`src/rtl/inst_fetch_if.sv`:
```
// Instruction memory read bus between the fetch stage (master) and instruction memory (slave).
interface inst_fetch_if;
  logic        mem_req;
  logic [15:0] mem_addr;
  logic        mem_ack;
  logic [15:0] mem_data;

  modport master (output mem_req, mem_addr, input mem_ack, mem_data);
  modport slave  (input mem_req, mem_addr, output mem_ack, mem_data);
endinterface

```
`src/rtl/inst_fetch.sv`:
```
// Instruction fetch: PC, single-outstanding memory reads, prefetch FIFO and branch redirect.
// Optional HALT-opcode stop is enabled with `define INST_FETCH_HALT_EN.
module inst_fetch #(
  parameter int          DEPTH    = 2,
  parameter logic [15:0] RESET_PC = 16'h0000,
  parameter logic [4:0]  HALT_OP  = 5'b11111
) (
  input  logic             I_clk,
  input  logic             I_rst,
  input  logic             I_en,
  input  logic             I_branch_en,
  input  logic [15:0]      I_branch_addr,
  inst_fetch_if.master     mem,
  output logic [15:0]      O_inst,
  output logic [15:0]      O_pc,
  output logic             O_valid,
  output logic             O_halted
);
  localparam int AW = $clog2(DEPTH);
  localparam int CW = $clog2(DEPTH + 1);
  localparam logic [CW-1:0] DEPTH_C = CW'(DEPTH);

  typedef enum logic [1:0] {
    S_FETCH,
    S_DRAIN
`ifdef INST_FETCH_HALT_EN
    , S_HALT
`endif
  } state_e;

  state_e                   state_q, state_d;
  logic [15:0]              fetch_pc_q, fetch_pc_d;
  logic                     req_q, req_d;
  logic [15:0]              addr_q, addr_d;
  logic [AW-1:0]            rd_q, rd_d, wr_q, wr_d;
  logic [CW-1:0]            cnt_q, cnt_d;
  logic [DEPTH-1:0][15:0]   inst_q, inst_d;
  logic [DEPTH-1:0][15:0]   pcs_q, pcs_d;
  logic                     ack, push, pop;

  always_comb begin
    state_d    = state_q;
    fetch_pc_d = fetch_pc_q;
    req_d      = req_q;
    addr_d     = addr_q;
    rd_d       = rd_q;
    wr_d       = wr_q;
    cnt_d      = cnt_q;
    inst_d     = inst_q;
    pcs_d      = pcs_q;
    ack        = req_q && mem.mem_ack;
    push       = 1'b0;
    pop        = 1'b0;
    if (I_branch_en) begin
      rd_d       = '0;
      wr_d       = '0;
      cnt_d      = '0;
      fetch_pc_d = I_branch_addr;
      // An unanswered read must still complete; its data is dropped in DRAIN.
      if (req_q && !ack) begin
        state_d = S_DRAIN;
      end else begin
        state_d = S_FETCH;
        req_d   = 1'b1;
        addr_d  = I_branch_addr;
      end
    end else if (state_q == S_DRAIN) begin
      if (ack) begin
        state_d = S_FETCH;
        req_d   = 1'b1;
        addr_d  = fetch_pc_q;
      end
    end else begin
      push = ack;
      pop  = I_en && (cnt_q != '0);
      if (push) begin
        inst_d[wr_q] = mem.mem_data;
        pcs_d[wr_q]  = fetch_pc_q;
        wr_d         = wr_q + AW'(1);
        fetch_pc_d   = fetch_pc_q + 16'd1;
      end
      if (pop) rd_d = rd_q + AW'(1);
      cnt_d = cnt_q + CW'(push) - CW'(pop);
      // Outstanding read keeps req/addr frozen; otherwise request if a slot is free.
      if (!(req_q && !ack)) begin
        req_d  = (cnt_d < DEPTH_C);
        addr_d = fetch_pc_d;
`ifdef INST_FETCH_HALT_EN
        if (state_q == S_HALT || (push && mem.mem_data[15:11] == HALT_OP)) begin
          state_d = S_HALT;
          req_d   = 1'b0;
        end
`endif
      end
    end
  end

  always_ff @(posedge I_clk) begin
    if (I_rst) begin
      state_q    <= S_FETCH;
      fetch_pc_q <= RESET_PC;
      req_q      <= 1'b0;
      addr_q     <= '0;
      rd_q       <= '0;
      wr_q       <= '0;
      cnt_q      <= '0;
      inst_q     <= '0;
      pcs_q      <= '0;
    end else begin
      state_q    <= state_d;
      fetch_pc_q <= fetch_pc_d;
      req_q      <= req_d;
      addr_q     <= addr_d;
      rd_q       <= rd_d;
      wr_q       <= wr_d;
      cnt_q      <= cnt_d;
      inst_q     <= inst_d;
      pcs_q      <= pcs_d;
    end
  end

  assign mem.mem_req  = req_q;
  assign mem.mem_addr = addr_q;
  assign O_valid      = (cnt_q != '0);
  assign O_inst       = inst_q[rd_q];
  assign O_pc         = pcs_q[rd_q];
`ifdef INST_FETCH_HALT_EN
  assign O_halted     = (state_q == S_HALT);
`else
  assign O_halted     = 1'b0;
`endif
endmodule

```
`src/flat_wrapper.sv`:
```
// flat-port wrapper written by rule: the top's interface ports become plain ports
module inst_fetch_flat 
#(
  parameter int          DEPTH    = 2,
  parameter logic [15:0] RESET_PC = 16'h0000,
  parameter logic [4:0]  HALT_OP  = 5'b11111
)
  (I_clk, I_rst, I_en, I_branch_en, I_branch_addr, O_inst, O_pc, O_valid, O_halted, mem_mem_req, mem_mem_addr, mem_mem_ack, mem_mem_data);
  inst_fetch_if mem_i ();
  input  logic I_clk;
  input  logic I_rst;
  input  logic I_en;
  input  logic I_branch_en;
  input  logic [15:0] I_branch_addr;
  output logic [15:0] O_inst;
  output logic [15:0] O_pc;
  output logic O_valid;
  output logic O_halted;
  output wire logic [$bits(mem_i.mem_req)-1:0] mem_mem_req;
  output wire logic [$bits(mem_i.mem_addr)-1:0] mem_mem_addr;
  input wire logic [$bits(mem_i.mem_ack)-1:0] mem_mem_ack;
  input wire logic [$bits(mem_i.mem_data)-1:0] mem_mem_data;
  assign mem_mem_req = mem_i.mem_req;
  assign mem_mem_addr = mem_i.mem_addr;
  assign mem_i.mem_ack = mem_mem_ack;
  assign mem_i.mem_data = mem_mem_data;
  inst_fetch #(.DEPTH(DEPTH), .RESET_PC(RESET_PC), .HALT_OP(HALT_OP)) u_core (.I_clk(I_clk), .I_rst(I_rst), .I_en(I_en), .I_branch_en(I_branch_en), .I_branch_addr(I_branch_addr), .mem(mem_i), .O_inst(O_inst), .O_pc(O_pc), .O_valid(O_valid), .O_halted(O_halted));
endmodule
```
`config.mk`:
```
export PLATFORM = sky130hd
export DESIGN_NAME = inst_fetch_flat
export DESIGN_NICKNAME = d
export VERILOG_FILES = /design/src/rtl/inst_fetch_if.sv /design/src/rtl/inst_fetch.sv /design/src/flat_wrapper.sv
export SDC_FILE = /design/constraint.sdc
export NUM_CORES = 1
export LEC_CHECK = 0
export CORE_MARGIN = 5
export CORE_UTILIZATION = 45
export DETAILED_ROUTE_END_ITERATION = 16
export PLACE_DENSITY = 0.73
export SETUP_SLACK_MARGIN = 0.2
export SYNTH_ARGS = -nofsm -noshare
export SYNTH_HDL_FRONTEND = slang
export SYNTH_SLANG_ARGS = --single-unit
```
`constraint.sdc`:
```
create_clock -name I_clk -period 4.8 [get_ports I_clk]
set_clock_uncertainty 0.05 [all_clocks]
set_input_delay 1.44 -clock I_clk [delete_from_list [all_inputs] [get_ports I_clk]]
set_output_delay 1.44 -clock I_clk [all_outputs]
set_load 0.02 [all_outputs]
```
# Word level (Yosys, flattened, before mapping)
# Cells that the tools add are included.
[totals]
out_inout_bits = 51
reg_bits = 103
in_bits = 37
wordCells = 66
[classes]
magnitude_cmp = 4
eq_ne = 5
bitwise_logic = 2
mux = 25
addsub = 5
n_reduce_logical = 14
[ops]
columns = ["operator", "n"]
rows = [
  ["$mux W16", 13],
  ["$bwmux W32", 2],
  ["$add A16 B1 Y16 const B", 1],
  ["$demux W16 S1", 1],
  ["$mux W1", 6],
  ["$mux W2", 3],
  ["$reduce_and A2 Y1", 3],
  ["$reduce_and A3 Y1", 2],
  ["$reduce_bool A2 Y1", 3],
  ["$logic_and A1 B1 Y1", 4],
  ["$lt A1 B2 Y1 const B", 2],
  ["$ne A2 B2 Y1 const B", 2],
  ["$ne A3 B2 Y1 const B", 1],
  ["$add A1 B1 Y1 const B", 2],
  ["$add A2 B1 Y2", 1],
  ["$eq A2 B1 Y1 const B", 1],
  ["$lt A2 B2 Y1 const B", 1],
  ["$ne A2 B1 Y1 const B", 1],
  ["$not A1 Y1", 2],
  ["$reduce_or A2 Y1", 1],
  ["$sub A2 B1 Y2", 1],
  ["$ge A1 B1 Y1 const B", 1],
  ["$logic_not A1 Y1", 1],
]

# Logic depth before layout (Yosys ltp)
# Gate-level depths: netlist (run 1).
[depth]
word_depth = 7
ltp_mapped = 9
depth_no_buf = 9

# Least setup slack after synthesis (run 1)
# OpenSTA, ideal clock, no wires.
[synth_timing]
path_kind = "reg2out"
startpoint = "register u_core.rd_q"
endpoint = "output O_inst[10]"
path_buffers = 2
path_stages_with_launch = 4
t_required_ps = 3310
path_slack_ps = 2032
arrival_time_ps = 1278
cell_sequence = "dfxtp_1 > clkbuf_1 > clkbuf_1 > mux2_2"
[synth_between]
elab_chain_len = 2
[synth_rtl]
columns = ["element", "line", "source"]
rows = [
  ["start: declaration", "inst_fetch.sv:35", "logic [AW-1:0] rd_q, rd_d, wr_q, wr_d;"],
  ["start signal: assignment", "inst_fetch.sv:114", "rd_q <= rd_d;"],
  ["$mux W16 (implied by the code) (2 in series)", "inst_fetch.sv:125", "assign O_inst = inst_q[rd_q];"],
  ["end: declaration", "flat_wrapper.sv:15", "output logic [15:0] O_inst;"],
]
# No other way between the ends. The select of a mux whose other input is x is not followed.

# Worst setup path after layout (run 1)
[layout_timing]
startpoint = "register u_core.rd_q"
endpoint = "output O_pc[4]"
[layout_between]
elab_chain_len = 2
[layout_rtl]
columns = ["element", "line", "source"]
rows = [
  ["$mux W16 (implied by the code) (2 in series)", "inst_fetch.sv:126", "assign O_pc = pcs_q[rd_q];"],
  ["end: declaration", "flat_wrapper.sv:16", "output logic [15:0] O_pc;"],
]
# No other way between the ends. The select of a mux whose other input is x is not followed.

==> results of run 1 <==
final timing paths:
check / start / to / slack (ns) / depth (start not counted)
worst min-delay path: u_core.inst_q[11]$_SDFFE_PP0P_ / u_core.inst_q[11]$_SDFFE_PP0P_ / 0.41 / 2
worst min register to register: u_core.inst_q[11]$_SDFFE_PP0P_ / u_core.inst_q[11]$_SDFFE_PP0P_ / 0.41 / 2
worst max-delay path: u_core.rd_q$_SDFFE_PP0P_ / O_pc[4] / 1.22 / 3
worst max register to register: u_core.state_q[0]$_SDFFE_PP0P_ / u_core.inst_q[13]$_SDFFE_PP0P_ / 2.25 / 4
kinds of logic after synthesis:
logic type,share of synthesized area
XOR/XNOR,0.0271
adder cells (fa/ha/maj),0.00830
AO/OA/AOI/OAI,0.126
multiplexers,0.0954
flip-flops,0.451
other,0.000829
buffers and inverters,0.0467
AND/OR/NAND/NOR,0.244
final cells by class:
class	count	area share
timing repair buffer	94	0.163
clock inverter	6	0.0126
sequential	102	0.362
clock buffer	10	0.0226
tap	133	0.0295
inverter	12	0.00798
multi-input combinational	397	0.403
stage by stage:
step	area [um^2]	power, uW	setup slack, ns	std cells
floorplan	4520	1050	2.03	551
global placement	5450	1150	1.08	738
detailed placement	5450	1150	0.924	738
CTS	5650	1700	1.20	754
global route	5650	1760	1.14	754
finish	5650	1680	1.22	754
registers in the layout, summed over array words and instances (netlist names):
register / count
u_core.cnt_q: 2
u_core.state_q: 1
u_core.pcs_q: 32
u_core.mem.mem_req: 1
u_core.inst_q: 32
u_core.wr_q: 1
u_core.rd_q: 1
u_core.fetch_pc_q: 16
u_core.mem.mem_addr: 16
cell usage after synthesis, types with 5 or more instances:
cell / number
sky130_fd_sc_hd__nand2_1: 148
sky130_fd_sc_hd__dfxtp_1: 102
sky130_fd_sc_hd__a21oi_1: 72
sky130_fd_sc_hd__mux2_2: 33
sky130_fd_sc_hd__clkbuf_1: 30
sky130_fd_sc_hd__nor2_1: 30
sky130_fd_sc_hd__nor3_1: 16
sky130_fd_sc_hd__inv_1: 12
sky130_fd_sc_hd__nand3b_1: 11
sky130_fd_sc_hd__xor2_1: 8
sky130_fd_sc_hd__buf_2: 7
sky130_fd_sc_hd__mux2i_1: 6
sky130_fd_sc_hd__nand3_1: 6
sky130_fd_sc_hd__o21ai_0: 6
sky130_fd_sc_hd__xnor2_1: 6
sky130_fd_sc_hd__nor4_1: 5
sky130_fd_sc_hd__o41ai_1: 5
cell usage in the layout, fill, tap and decap left out, types with 8 or more instances in the layout:
| cell | netlist | final |
|---|---|---|
| sky130_fd_sc_hd__a21oi_1 | 72 | 72 |
| sky130_fd_sc_hd__buf_4 | 2 | 9 |
| sky130_fd_sc_hd__clkbuf_8 | 0 | 9 |
| sky130_fd_sc_hd__clkdlybuf4s50_1 | 0 | 85 |
| sky130_fd_sc_hd__dfxtp_1 | 102 | 102 |
| sky130_fd_sc_hd__inv_1 | 12 | 12 |
| sky130_fd_sc_hd__mux2_2 | 33 | 33 |
| sky130_fd_sc_hd__nand2_1 | 148 | 148 |
| sky130_fd_sc_hd__nand3b_1 | 11 | 11 |
| sky130_fd_sc_hd__nor2_1 | 30 | 30 |
| sky130_fd_sc_hd__nor3_1 | 16 | 15 |
| sky130_fd_sc_hd__xor2_1 | 8 | 8 |
routing by layer:
layer | GRT usage | up-vias | wire length [um] | share of wire
met3 | 0.0315 | 20 | 731 | 0.065
met2 | 0.310 | 133 | 5200 | 0.47
li1 | - | 1989 | - | -
met1 | 0.247 | 1820 | 5000 | 0.45
met4 | 0.0730 | 0 | 244 | 0.022
met5 | 0 | - | 0 | 0
worst register-to-register path: cells and delay by family, from the launching register on:
family,cells,cell delay [ns]
AO/OA/AOI/OAI,1,0.20
flip-flops,1,0.68
AND/OR/NAND/NOR,3,1.54
power groups by stage:
stage               clock [uW]  sequential, uW  combinational, uW
floorplan                    0             933                117
global placement             0             929                220
detailed placement           0             930                222
CTS                        564             911                224
global route               598             916                242
finish                     551             911                222
==> flow_summary.html, run 1 <==
<table>
<tr><th>Metric</th><th>Value</th></tr>
<tr><th colspan="2">Cells and area</th></tr>
<tr><td>Share of post-route cells with drive strength above 1</td><td>0.106</td></tr>
<tr><td>Register cell area after layout</td><td>about 2000 um^2</td></tr>
<tr><td>Combined area of the multi-input logic cells</td><td>2270 um^2</td></tr>
<tr><td>Antenna diode instance count</td><td>0</td></tr>
<tr><td>Layout net count</td><td>656</td></tr>
<tr><td>Share of the core filled with cells in the final layout</td><td>0.578</td></tr>
<tr><td>Layout fillers</td><td>roughly 900</td></tr>
<tr><td>Area Overhead vs Synth</td><td>24.8%</td></tr>
<tr><th colspan="2">Synthesis</th></tr>
<tr><td>Proportion of netlist area held by the largest area contributor</td><td>0.451</td></tr>
<tr><td>Post-synthesis cell type count</td><td>43</td></tr>
<tr><td>Sequential-to-total area share from yosys stat</td><td>0.451</td></tr>
<tr><td>Post-synth net total</td><td>about 590</td></tr>
<tr><td>Synth top area cells</td><td>sky130_fd_sc_hd__dfxtp_1 45%, sky130_fd_sc_hd__nand2_1 12%, sky130_fd_sc_hd__mux2_2 8.2%, sky130_fd_sc_hd__a21oi_1 8.0%, sky130_fd_sc_hd__clkbuf_1 2.5%</td></tr>
<tr><td>Netlist Area Pre-Place</td><td>about 4500 um^2</td></tr>
<tr><td>Count of yosys warnings during synthesis</td><td>0</td></tr>
<tr><td>Dominant cell type by area after synthesis</td><td>sky130_fd_sc_hd__dfxtp_1</td></tr>
<tr><td>Register bit count reported by yosys</td><td>roughly 100</td></tr>
<tr><td>Dominant register cell in the synthesized netlist</td><td>sky130_fd_sc_hd__dfxtp_1</td></tr>
<tr><td>Count of mapped cells out of synthesis</td><td>between 500 and 600</td></tr>
<tr><td>EDFF count, synth</td><td>0</td></tr>
<tr><td>Mean post-synth cell area</td><td>8.21 um^2</td></tr>
<tr><td>Share of flip-flops with an asynchronous set or reset after synthesis</td><td>0</td></tr>
<tr><th colspan="2">Global route</th></tr>
<tr><td>All-Layer GR Usage</td><td>0.188</td></tr>
<tr><td>Vias in the first global route</td><td>3800</td></tr>
<tr><td>Number of antenna violations at the first check in global routing</td><td>0</td></tr>
<tr><td>Global-route wire length before repair</td><td>18100 um</td></tr>
<tr><td>Sum of overflow across all layers after global routing</td><td>0</td></tr>
<tr><td>Largest net degree at the start of global routing</td><td>~110</td></tr>
<tr><th colspan="2">Die</th></tr>
<tr><td>Core outline area</td><td>between 9000 and 10000 um^2</td></tr>
<tr><td>Die footprint</td><td>12200 um^2</td></tr>
<tr><td>Cell Rows</td><td>36</td></tr>
<tr><td>Starting density of the core</td><td>0.463</td></tr>
<tr><td>Width of the chip</td><td>110 um</td></tr>
<tr><td>Die extent in y</td><td>110 um</td></tr>
<tr><td>Top-Level Pins</td><td>about 90</td></tr>
<tr><th colspan="2">Critical path</th></tr>
<tr><td>Worst Path Required</td><td>around 3.3 ns</td></tr>
<tr><td>Arrival time reported for the critical path endpoint</td><td>approximately 2.1 ns</td></tr>
<tr><td>Setup CP Type</td><td>register to output port</td></tr>
<tr><td>Buffers &amp; Inverters on Critical Path</td><td>2</td></tr>
<tr><td>Gate family responsible for the most delay along the worst path</td><td>buffers and inverters</td></tr>
<tr><td>Largest incremental delay on the critical path</td><td>0.57 ns</td></tr>
<tr><td>Cell with the biggest individual delay on the critical path</td><td>sky130_fd_sc_hd__clkdlybuf4s50_1</td></tr>
<tr><td>Cell-by-cell listing of the critical path</td><td>buf_4, mux2_2, clkdlybuf4s50_1</td></tr>
<tr><td>Crit end category</td><td>output port</td></tr>
<tr><td>Critical Path Start Type</td><td>register</td></tr>
<tr><td>CP Max Fanout</td><td>32</td></tr>
<tr><th colspan="2">Timing</th></tr>
<tr><td>Minimum hold slack</td><td>around 0.4 ns</td></tr>
<tr><td>Worst slew margin</td><td>0.173</td></tr>
<tr><td>Portion of the clock cycle consumed by the worst path in the final layout</td><td>0.746</td></tr>
<tr><td>Setup TNS</td><td>0 ns</td></tr>
<tr><td>Final setup fails</td><td>0</td></tr>
<tr><td>Unrepaired setup endpoints after global routing</td><td>no</td></tr>
<tr><td>Hold Vio Cnt, Final</td><td>0</td></tr>
<tr><td>Max-slew violation total from the final report</td><td>0</td></tr>
<tr><td>Clock period minus worst slack</td><td>about 3.6 ns</td></tr>
<tr><td>Slew of the pin with the lowest slew margin</td><td>approximately 1.2 ns</td></tr>
<tr><td>Max Clock Freq</td><td>about 280 MHz</td></tr>
<tr><th colspan="2">Pwr</th></tr>
<tr><td>Leakage dissipation</td><td>between 0.002 and 0.0025 uW</td></tr>
<tr><td>Net switching power of the design</td><td>between 400 and 500 uW</td></tr>
<tr><td>Share of power burned in combinational logic</td><td>0.132</td></tr>
<tr><td>Worst voltage drop across the vdd grid</td><td>roughly 0.00018 V</td></tr>
<tr><td>Proportion of power drawn by flip-flops and latches</td><td>0.541</td></tr>
<tr><td>Internal power component</td><td>1230 uW</td></tr>
<tr><td>Switching share of total power</td><td>0.272</td></tr>
<tr><td>Fraction of power consumed by the clock network</td><td>0.327</td></tr>
<tr><td>Power density cells</td><td>298 nW/um^2</td></tr>
<tr><th colspan="2">Drt</th></tr>
<tr><td>Vias</td><td>~4000</td></tr>
<tr><td>Count of TritonRoute iterations in the first routing pass</td><td>6</td></tr>
<tr><td>Number of DRC markers in iteration 0</td><td>254</td></tr>
<tr><td>Via density per instance</td><td>around 5.3</td></tr>
<tr><td>Detailed-route wire length</td><td>about 11000 um</td></tr>
<tr><td># DRC</td><td>0</td></tr>
<tr><td>Detail Route Antenna Nets</td><td>0</td></tr>
<tr><td>WL per Instance</td><td>~15 um</td></tr>
<tr><th colspan="2">CTS</th></tr>
<tr><td>H-tree Lvls</td><td>3</td></tr>
<tr><td>Number of buffers created by CTS</td><td>9</td></tr>
<tr><td>Clock transition at path regs</td><td>0.09 ns</td></tr>
<tr><td>Number of clock sinks</td><td>around 100</td></tr>
<tr><td>Clock tree from TritonCTS</td><td>done</td></tr>
<tr><td>Hold Buf Count CTS</td><td>0</td></tr>
<tr><td>Clock root buffer</td><td>sky130_fd_sc_hd__clkbuf_8</td></tr>
<tr><td>Maximum root-to-sink buffer count</td><td>2</td></tr>
<tr><td>Post-CTS repair timing setup buffer count</td><td>0</td></tr>
<tr><td>Clock latency on the worst-skew pair</td><td>0.37 ns</td></tr>
<tr><td>Total of cells resized after clock tree synthesis</td><td>0</td></tr>
<tr><th colspan="2">Place</th></tr>
<tr><td>Post-detail-place hpwl</td><td>between 7000 and 8000 um</td></tr>
<tr><td>Weighted congestion reported at the end of routability-driven placement</td><td>0.823</td></tr>
<tr><td>Count of buffers inserted at the top-level ports</td><td>86</td></tr>
<tr><th colspan="2">Outcome</th></tr>
<tr><td>Outcome</td><td>finished clean</td></tr>
<tr><th colspan="2">Run</th></tr>
<tr><td>Max_cap viols</td><td>0</td></tr>
<tr><th colspan="2">Worst hold path</th></tr>
<tr><td>Hold Crit Class</td><td>register to register</td></tr>
</table>
(Power assumes the default switching activity.)
==> inputs of run 2 (changes only) <==
PLACE_DENSITY = 0.76   (was 0.73)
clock period = 2.9 ns   (was 4.8 ns; I/O delays follow)
==> flow_summary.html, run 2 (synthesis results as in run 1) <==
<table>
<tr><th>Metric</th><th>Value</th></tr>
<tr><th colspan="2">Outcome</th></tr>
<tr><td>Outcome</td><td>finished clean</td></tr>
<tr><th colspan="2">Timing</th></tr>
<tr><td>Setup TNS</td><td>0 ns</td></tr>
<tr><td>Final setup fails</td><td>0</td></tr>
<tr><td>Hold Vio Cnt, Final</td><td>0</td></tr>
<tr><td>Slew of the pin with the lowest slew margin</td><td>around 0.9 ns</td></tr>
<tr><td>Minimum hold slack</td><td>about 0.4 ns</td></tr>
<tr><td>Portion of the clock cycle consumed by the worst path in the final layout</td><td>0.891</td></tr>
<tr><td>Max-slew violation total from the final report</td><td>0</td></tr>
<tr><td>Unrepaired setup endpoints after global routing</td><td>no</td></tr>
<tr><td>Post-route setup slack</td><td>0.316 ns</td></tr>
<tr><td>Worst slew margin</td><td>0.413</td></tr>
<tr><td>Clock period minus worst slack</td><td>about 2.6 ns</td></tr>
<tr><td>Max Clock Freq</td><td>a little under 400 MHz</td></tr>
<tr><th colspan="2">Critical path</th></tr>
<tr><td>Critical Path Start Type</td><td>register</td></tr>
<tr><td>Setup CP Type</td><td>register to output port</td></tr>
<tr><td>Largest incremental delay on the critical path</td><td>roughly 0.4 ns</td></tr>
<tr><td>Cell with the biggest individual delay on the critical path</td><td>sky130_fd_sc_hd__dfxtp_1</td></tr>
<tr><td>Beginning of the critical path</td><td>u_core.rd_q$_SDFFE_PP0P_</td></tr>
<tr><td>Worst-case reg-to-reg path depth</td><td>9</td></tr>
<tr><td>Worst Path Required</td><td>1.98 ns</td></tr>
<tr><td>Arrival time reported for the critical path endpoint</td><td>~1.7 ns</td></tr>
<tr><td>RR Startpoint</td><td>u_core.cnt_q[1]$_SDFFE_PP0N_</td></tr>
<tr><td>CP Max Fanout</td><td>14</td></tr>
<tr><td>Cell-by-cell listing of the critical path</td><td>buf_6, mux2_2, dlygate4sd2_1</td></tr>
<tr><td>Crit end category</td><td>output port</td></tr>
<tr><th colspan="2">Die</th></tr>
<tr><td>Die extent in y</td><td>between 100 and 150 um</td></tr>
<tr><td>Core outline area</td><td>around 9800 um^2</td></tr>
<tr><td>Starting density of the core</td><td>0.463</td></tr>
<tr><td>Width of the chip</td><td>about 110 um</td></tr>
<tr><td>Top-Level Pins</td><td>88</td></tr>
<tr><td>Die footprint</td><td>12200 um^2</td></tr>
<tr><td>Cell Rows</td><td>36</td></tr>
<tr><th colspan="2">Global route</th></tr>
<tr><td>All-Layer GR Usage</td><td>0.193</td></tr>
<tr><td>Largest net degree at the start of global routing</td><td>93</td></tr>
<tr><td>Sum of overflow across all layers after global routing</td><td>0</td></tr>
<tr><td>Vias in the first global route</td><td>3925</td></tr>
<tr><td>Number of antenna violations at the first check in global routing</td><td>0</td></tr>
<tr><td>Global-route wire length before repair</td><td>roughly 19000 um</td></tr>
<tr><th colspan="2">Cells and area</th></tr>
<tr><td>Area Overhead vs Synth</td><td>26.8%</td></tr>
<tr><td>Antenna diode instance count</td><td>0</td></tr>
<tr><td>Most frequent standard cell in the layout excluding fill and tap cells</td><td>sky130_fd_sc_hd__nand2_1</td></tr>
<tr><td>Share of the core filled with cells in the final layout</td><td>0.587</td></tr>
<tr><td>Largest registers ranked by flip-flop count</td><td>u_core.inst_q (32), u_core.pcs_q (32)</td></tr>
<tr><td>Layout net count</td><td>661</td></tr>
<tr><td>Share of post-route cells with drive strength above 1</td><td>0.115</td></tr>
<tr><td>Top library cells by usage in the layout, fill and taps aside</td><td>148 x sky130_fd_sc_hd__nand2_1, 102 x sky130_fd_sc_hd__dfxtp_1, 72 x sky130_fd_sc_hd__a21oi_1</td></tr>
<tr><td>Layout fillers</td><td>around 900</td></tr>
<tr><th colspan="2">CTS</th></tr>
<tr><td>Clock latency on the worst-skew pair</td><td>roughly 0.37 ns</td></tr>
<tr><td>Maximum root-to-sink buffer count</td><td>2</td></tr>
<tr><td>Number of clock sinks</td><td>between 100 and 150</td></tr>
<tr><td>Clock root buffer</td><td>sky130_fd_sc_hd__clkbuf_8</td></tr>
<tr><td>Clock tree from TritonCTS</td><td>done</td></tr>
<tr><td>Clock transition at path regs</td><td>~0.1 ns</td></tr>
<tr><td>H-tree Lvls</td><td>3</td></tr>
<tr><td>Number of buffers created by CTS</td><td>9</td></tr>
<tr><th colspan="2">Place</th></tr>
<tr><td>Post-detail-place hpwl</td><td>about 7900 um</td></tr>
<tr><td>Weighted congestion reported at the end of routability-driven placement</td><td>0.864</td></tr>
<tr><td>Count of buffers inserted at the top-level ports</td><td>between 80 and 90</td></tr>
<tr><td>Place WS</td><td>0.0702 ns</td></tr>
<tr><th colspan="2">Run</th></tr>
<tr><td>Max_cap viols</td><td>0</td></tr>
<tr><th colspan="2">Drt</th></tr>
<tr><td>Via density per instance</td><td>around 5.3</td></tr>
<tr><td>Number of DRC markers in iteration 0</td><td>a little under 300</td></tr>
<tr><td>WL per Instance</td><td>~15 um</td></tr>
<tr><td>Count of TritonRoute iterations in the first routing pass</td><td>4</td></tr>
<tr><td>Detail Route Antenna Nets</td><td>0</td></tr>
<tr><td>Detailed-route wire length</td><td>roughly 11000 um</td></tr>
<tr><td>Vias</td><td>around 4000</td></tr>
<tr><td># DRC</td><td>0</td></tr>
<tr><th colspan="2">Pwr</th></tr>
<tr><td>Power density cells</td><td>504 nW/um^2</td></tr>
<tr><td>Leakage dissipation</td><td>~0.0023 uW</td></tr>
<tr><td>Worst voltage drop across the vdd grid</td><td>roughly 0.00028 V</td></tr>
<tr><th colspan="2">Worst hold path</th></tr>
<tr><td>Hold Crit Class</td><td>register to register</td></tr>
<tr><td>Startpoint of the most critical hold path</td><td>u_core.pcs_q[15]$_SDFFE_PP0P_</td></tr>
<tr><td>Cell depth of the worst min-delay path</td><td>2</td></tr>
</table>
==> run 2: cell count changes in the layout (fill, tap and decap cells not counted), sizes merged <==
| cell | change |
|---|---|
| dlymetal6s2s | +7 |
| clkdlybuf4s50 | -32 |
| dlygate4sd2 | +25 |
| buf | +5 |
| bufinv | +1 |
| clkinv | -1 |
==> run 2: path summary, 6_finish.rpt <==
| kind | end | slack [ns] |
|---|---|---|
| worst max-delay path | O_pc[6] | 0.32 |
| worst min-delay path | u_core.pcs_q[15]$_SDFFE_PP0P_ | 0.41 |
| worst max register to register | u_core.mem.mem_req$_SDFFE_PP0P_ | 0.75 |
| worst min register to register | u_core.pcs_q[15]$_SDFFE_PP0P_ | 0.41 |
==> run 2: worst max-delay path, delay by kind of cell, from the launching register on <==
family / cells / cell delay (ns)
buf+inv: 2 / 0.53
mux: 1 / 0.37
flops: 1 / 0.39
==> run 2: final cells by class <==
type	count	area [um^2]	area share
Inverter	12	45.0	0.00785
Clock buffer	10	138	0.0240
Tap cell	133	166	0.0290
Timing Repair Buffer	99	978	0.171
Multi-Input combinational cell	397	2270	0.397
Sequential cell	102	2040	0.356
Clock inverter	6	92.6	0.0161
==> run 2: per-stage QoR <==
| step | cells | total power (uW) | cell area (um^2) |
|---|---|---|---|
| 6_report | 759 | 2890 | 5740 |
| 5_1_grt | 759 | 3020 | 5740 |
| 4_1_cts | 759 | 2910 | 5720 |
| 3_5_place_dp | 743 | 1920 | 5510 |
| 3_3_place_gp | 743 | 1910 | 5510 |
| 2_1_floorplan | 551 | 1740 | 4520 |
==> run 2: per-layer routing <==
metal	GRT usage	up-vias	routed length, um
li1	-	1993	-
met3	0.0373	13	703
met2	0.321	122	5510
met1	0.253	1889	5010
met5	0	-	0
met4	0.0607	0	178
==> run 2: repair_timing <==
action,in CTS,in global routing
gates resized for setup,27,8
hold buffers,0,0
setup buffers,0,0
endpoints found under the hold margin,0,0
endpoints found under the setup margin,32,7
==> run 2: power by group <==
| part | internal, uW | leakage, uW | switching, uW | total, uW |
|---|---|---|---|---|
| Sequential | 1450 | 0.000831 | 56.8 | 1510 |
| Combinational | 172 | 0.00136 | 199 | 371 |
| Clock | 514 | 0.000109 | 497 | 1010 |
==> inputs of run 3 (changes only) <==
CORE_UTILIZATION = 47   (was 45)
GPL_ROUTABILITY_DRIVEN = 1   (was not set)
PLACE_DENSITY = 0.72   (was 0.76)
==> flow_summary.html, run 3 (synthesis results as in run 1) <==
<table>
<tr><th>Metric</th><th>Value</th></tr>
<tr><th colspan="2">Place</th></tr>
<tr><td>Place WS</td><td>0.169 ns</td></tr>
<tr><td>Count of buffers inserted at the top-level ports</td><td>86</td></tr>
<tr><td>Post-detail-place hpwl</td><td>a little under 8000 um</td></tr>
<tr><td>Weighted congestion reported at the end of routability-driven placement</td><td>just under 0.9</td></tr>
<tr><th colspan="2">Critical path</th></tr>
<tr><td>Worst-case reg-to-reg path depth</td><td>9</td></tr>
<tr><td>R2R Setup Slk</td><td>just over 0.8 ns</td></tr>
<tr><td>Setup CP Type</td><td>register to output port</td></tr>
<tr><td>Crit end category</td><td>output port</td></tr>
<tr><td>CP Max Fanout</td><td>16</td></tr>
<tr><td>RR Startpoint</td><td>u_core.cnt_q[1]$_SDFFE_PP0N_</td></tr>
<tr><td>Worst Path Required</td><td>1.98 ns</td></tr>
<tr><td>Worst r2r dst</td><td>u_core.mem.mem_req$_SDFFE_PP0P_</td></tr>
<tr><td>Critical Path Start Type</td><td>register</td></tr>
<tr><td>Arrival time reported for the critical path endpoint</td><td>between 1.5 and 2 ns</td></tr>
<tr><th colspan="2">Drt</th></tr>
<tr><td>Vias</td><td>approximately 4000</td></tr>
<tr><td>WL per Instance</td><td>around 15 um</td></tr>
<tr><td>Count of TritonRoute iterations in the first routing pass</td><td>4</td></tr>
<tr><td>Via density per instance</td><td>~5.3</td></tr>
<tr><td>Detail Route Antenna Nets</td><td>0</td></tr>
<tr><td>Number of DRC markers in iteration 0</td><td>228</td></tr>
<tr><td>Detailed-route wire length</td><td>~12000 um</td></tr>
<tr><td># DRC</td><td>0</td></tr>
<tr><th colspan="2">Timing</th></tr>
<tr><td>Hold Vio Cnt, Final</td><td>0</td></tr>
<tr><td>Post-route setup slack</td><td>approximately 0.30 ns</td></tr>
<tr><td>Unrepaired setup endpoints after global routing</td><td>no</td></tr>
<tr><td>Worst slew margin</td><td>0.528</td></tr>
<tr><td>Max Clock Freq</td><td>around 380 MHz</td></tr>
<tr><td>Max-slew violation total from the final report</td><td>0</td></tr>
<tr><td>Portion of the clock cycle consumed by the worst path in the final layout</td><td>0.898</td></tr>
<tr><td>Clock period minus worst slack</td><td>2.60 ns</td></tr>
<tr><td>Final setup fails</td><td>0</td></tr>
<tr><td>Slew of the pin with the lowest slew margin</td><td>around 0.71 ns</td></tr>
<tr><td>Setup TNS</td><td>0 ns</td></tr>
<tr><th colspan="2">Die</th></tr>
<tr><td>Starting density of the core</td><td>0.485</td></tr>
<tr><td>Core outline area</td><td>9330 um^2</td></tr>
<tr><td>Die extent in y</td><td>around 110 um</td></tr>
<tr><td>Cell Rows</td><td>35</td></tr>
<tr><td>Width of the chip</td><td>around 110 um</td></tr>
<tr><td>Top-Level Pins</td><td>88</td></tr>
<tr><td>Die footprint</td><td>11700 um^2</td></tr>
<tr><th colspan="2">Pwr</th></tr>
<tr><td>Worst voltage drop across the vdd grid</td><td>0.000224 V</td></tr>
<tr><td>Power density cells</td><td>roughly 480 nW/um^2</td></tr>
<tr><td>Leakage dissipation</td><td>between 0.002 and 0.003 uW</td></tr>
<tr><th colspan="2">Global route</th></tr>
<tr><td>Global-route wire length before repair</td><td>approximately 19000 um</td></tr>
<tr><td>All-Layer GR Usage</td><td>0.197</td></tr>
<tr><td>Largest net degree at the start of global routing</td><td>75</td></tr>
<tr><td>Number of antenna violations at the first check in global routing</td><td>0</td></tr>
<tr><td>Vias in the first global route</td><td>just under 4000</td></tr>
<tr><td>Sum of overflow across all layers after global routing</td><td>0</td></tr>
<tr><th colspan="2">Run</th></tr>
<tr><td>Max_cap viols</td><td>0</td></tr>
<tr><th colspan="2">Cells and area</th></tr>
<tr><td>Share of post-route cells with drive strength above 1</td><td>0.119</td></tr>
<tr><td>Largest registers ranked by flip-flop count</td><td>u_core.inst_q (32), u_core.pcs_q (32)</td></tr>
<tr><td>Area Overhead vs Synth</td><td>28.0%</td></tr>
<tr><td>Antenna diode instance count</td><td>0</td></tr>
<tr><td>Top library cells by usage in the layout, fill and taps aside</td><td>148 x sky130_fd_sc_hd__nand2_1, 101 x sky130_fd_sc_hd__dfxtp_1, 72 x sky130_fd_sc_hd__a21oi_1</td></tr>
<tr><td>Layout net count</td><td>665</td></tr>
<tr><td>Most frequent standard cell in the layout excluding fill and tap cells</td><td>sky130_fd_sc_hd__nand2_1</td></tr>
<tr><th colspan="2">Worst hold path</th></tr>
<tr><td>Startpoint of the most critical hold path</td><td>u_core.inst_q[10]$_SDFFE_PP0P_</td></tr>
<tr><td>Hold Crit Class</td><td>register to register</td></tr>
<tr><td>Cell depth of the worst min-delay path</td><td>2</td></tr>
<tr><td>Endpoint with the worst hold slack</td><td>u_core.inst_q[10]$_SDFFE_PP0P_</td></tr>
<tr><th colspan="2">CTS</th></tr>
<tr><td>Maximum root-to-sink buffer count</td><td>2</td></tr>
<tr><td>Number of buffers created by CTS</td><td>9</td></tr>
<tr><td>Clock tree from TritonCTS</td><td>done</td></tr>
<tr><td>Clock latency on the worst-skew pair</td><td>between 0.3 and 0.4 ns</td></tr>
<tr><td>H-tree Lvls</td><td>3</td></tr>
<tr><td>Clock root buffer</td><td>sky130_fd_sc_hd__clkbuf_8</td></tr>
<tr><td>Clock transition at path regs</td><td>roughly 0.090 ns</td></tr>
<tr><td>Number of clock sinks</td><td>between 100 and 150</td></tr>
<tr><td>Hold Buf Count CTS</td><td>0</td></tr>
<tr><th colspan="2">Outcome</th></tr>
<tr><td>Outcome</td><td>finished clean</td></tr>
</table>
==> run 3: where the power goes <==
part / internal [uW] / switching (uW) / leakage [uW]
sequential: 1450 / 58.5 / 0.000831
combinational: 176 / 195 / 0.00165
clock: 397 / 488 / 0.0000888
==> run 3: how the worst max path moves through the flow <==
stage | from | endpoint | slack (ns) | cells past startpoint
finish | u_core.rd_q$_SDFFE_PP0P_ | O_pc[3] | 0.30 | 3
global route | u_core.rd_q$_SDFFE_PP0P_ | O_pc[3] | 0.25 | 3
CTS | u_core.rd_q$_SDFFE_PP0P_ | O_pc[12] | 0.03 | 3
detailed placement | mem_mem_ack | u_core.mem.mem_addr[9]$_SDFFE_PP0P_ | 0.17 | 7
global placement | mem_mem_ack | u_core.mem.mem_addr[9]$_SDFFE_PP0P_ | 0.23 | 7
floorplan | u_core.rd_q$_SDFFE_PP0P_ | O_inst[10] | 0.70 | 3
==> run 3: area by class of cell <==
cell class	count	area, um^2
well taps	129	161
inverters	12	45.0
multi-input cells	397	2270
clock inverters	5	58.8
flip-flops and latches	102	2040
clock buffers	10	128
fillers	855	3540
repair buffers	103	1080
==> run 3: repair_timing <==
item,4_1_cts,5_1_grt
setup endpoints to repair,32,27
buffers inserted,0,0
gates cloned,0,1
resized for setup,5,28
==> run 3: critical path, stage by stage (launching register included) <==
cell	delay [ns]
sky130_fd_sc_hd__dfxtp_2	0.41
sky130_fd_sc_hd__clkbuf_16	0.21
sky130_fd_sc_hd__mux2_2	0.35
sky130_fd_sc_hd__dlygate4sd2_1	0.34
==> run 3: layer usage <==
| metal | wire length, um | global-route usage |
|---|---|---|
| met1 | 5060 | 0.247 |
| met2 | 5820 | 0.340 |
| met3 | 507 | 0.0346 |
| met4 | 209 | 0.0703 |
| met5 | 0 | 0 |
==> run 3: through the flow <==
stage                     cells  area (um^2)   util  power [uW]  hold slack (ns)
after global routing        758         5790  0.621        2880            0.429
after floorplan             551         4520      -        1740            0.383
after global placement      742         5510  0.591        1910            0.388
final                       758         5790  0.621        2770            0.405
after detailed placement    742         5510  0.591        1920            0.395
after CTS                   757         5690  0.610        2780            0.409
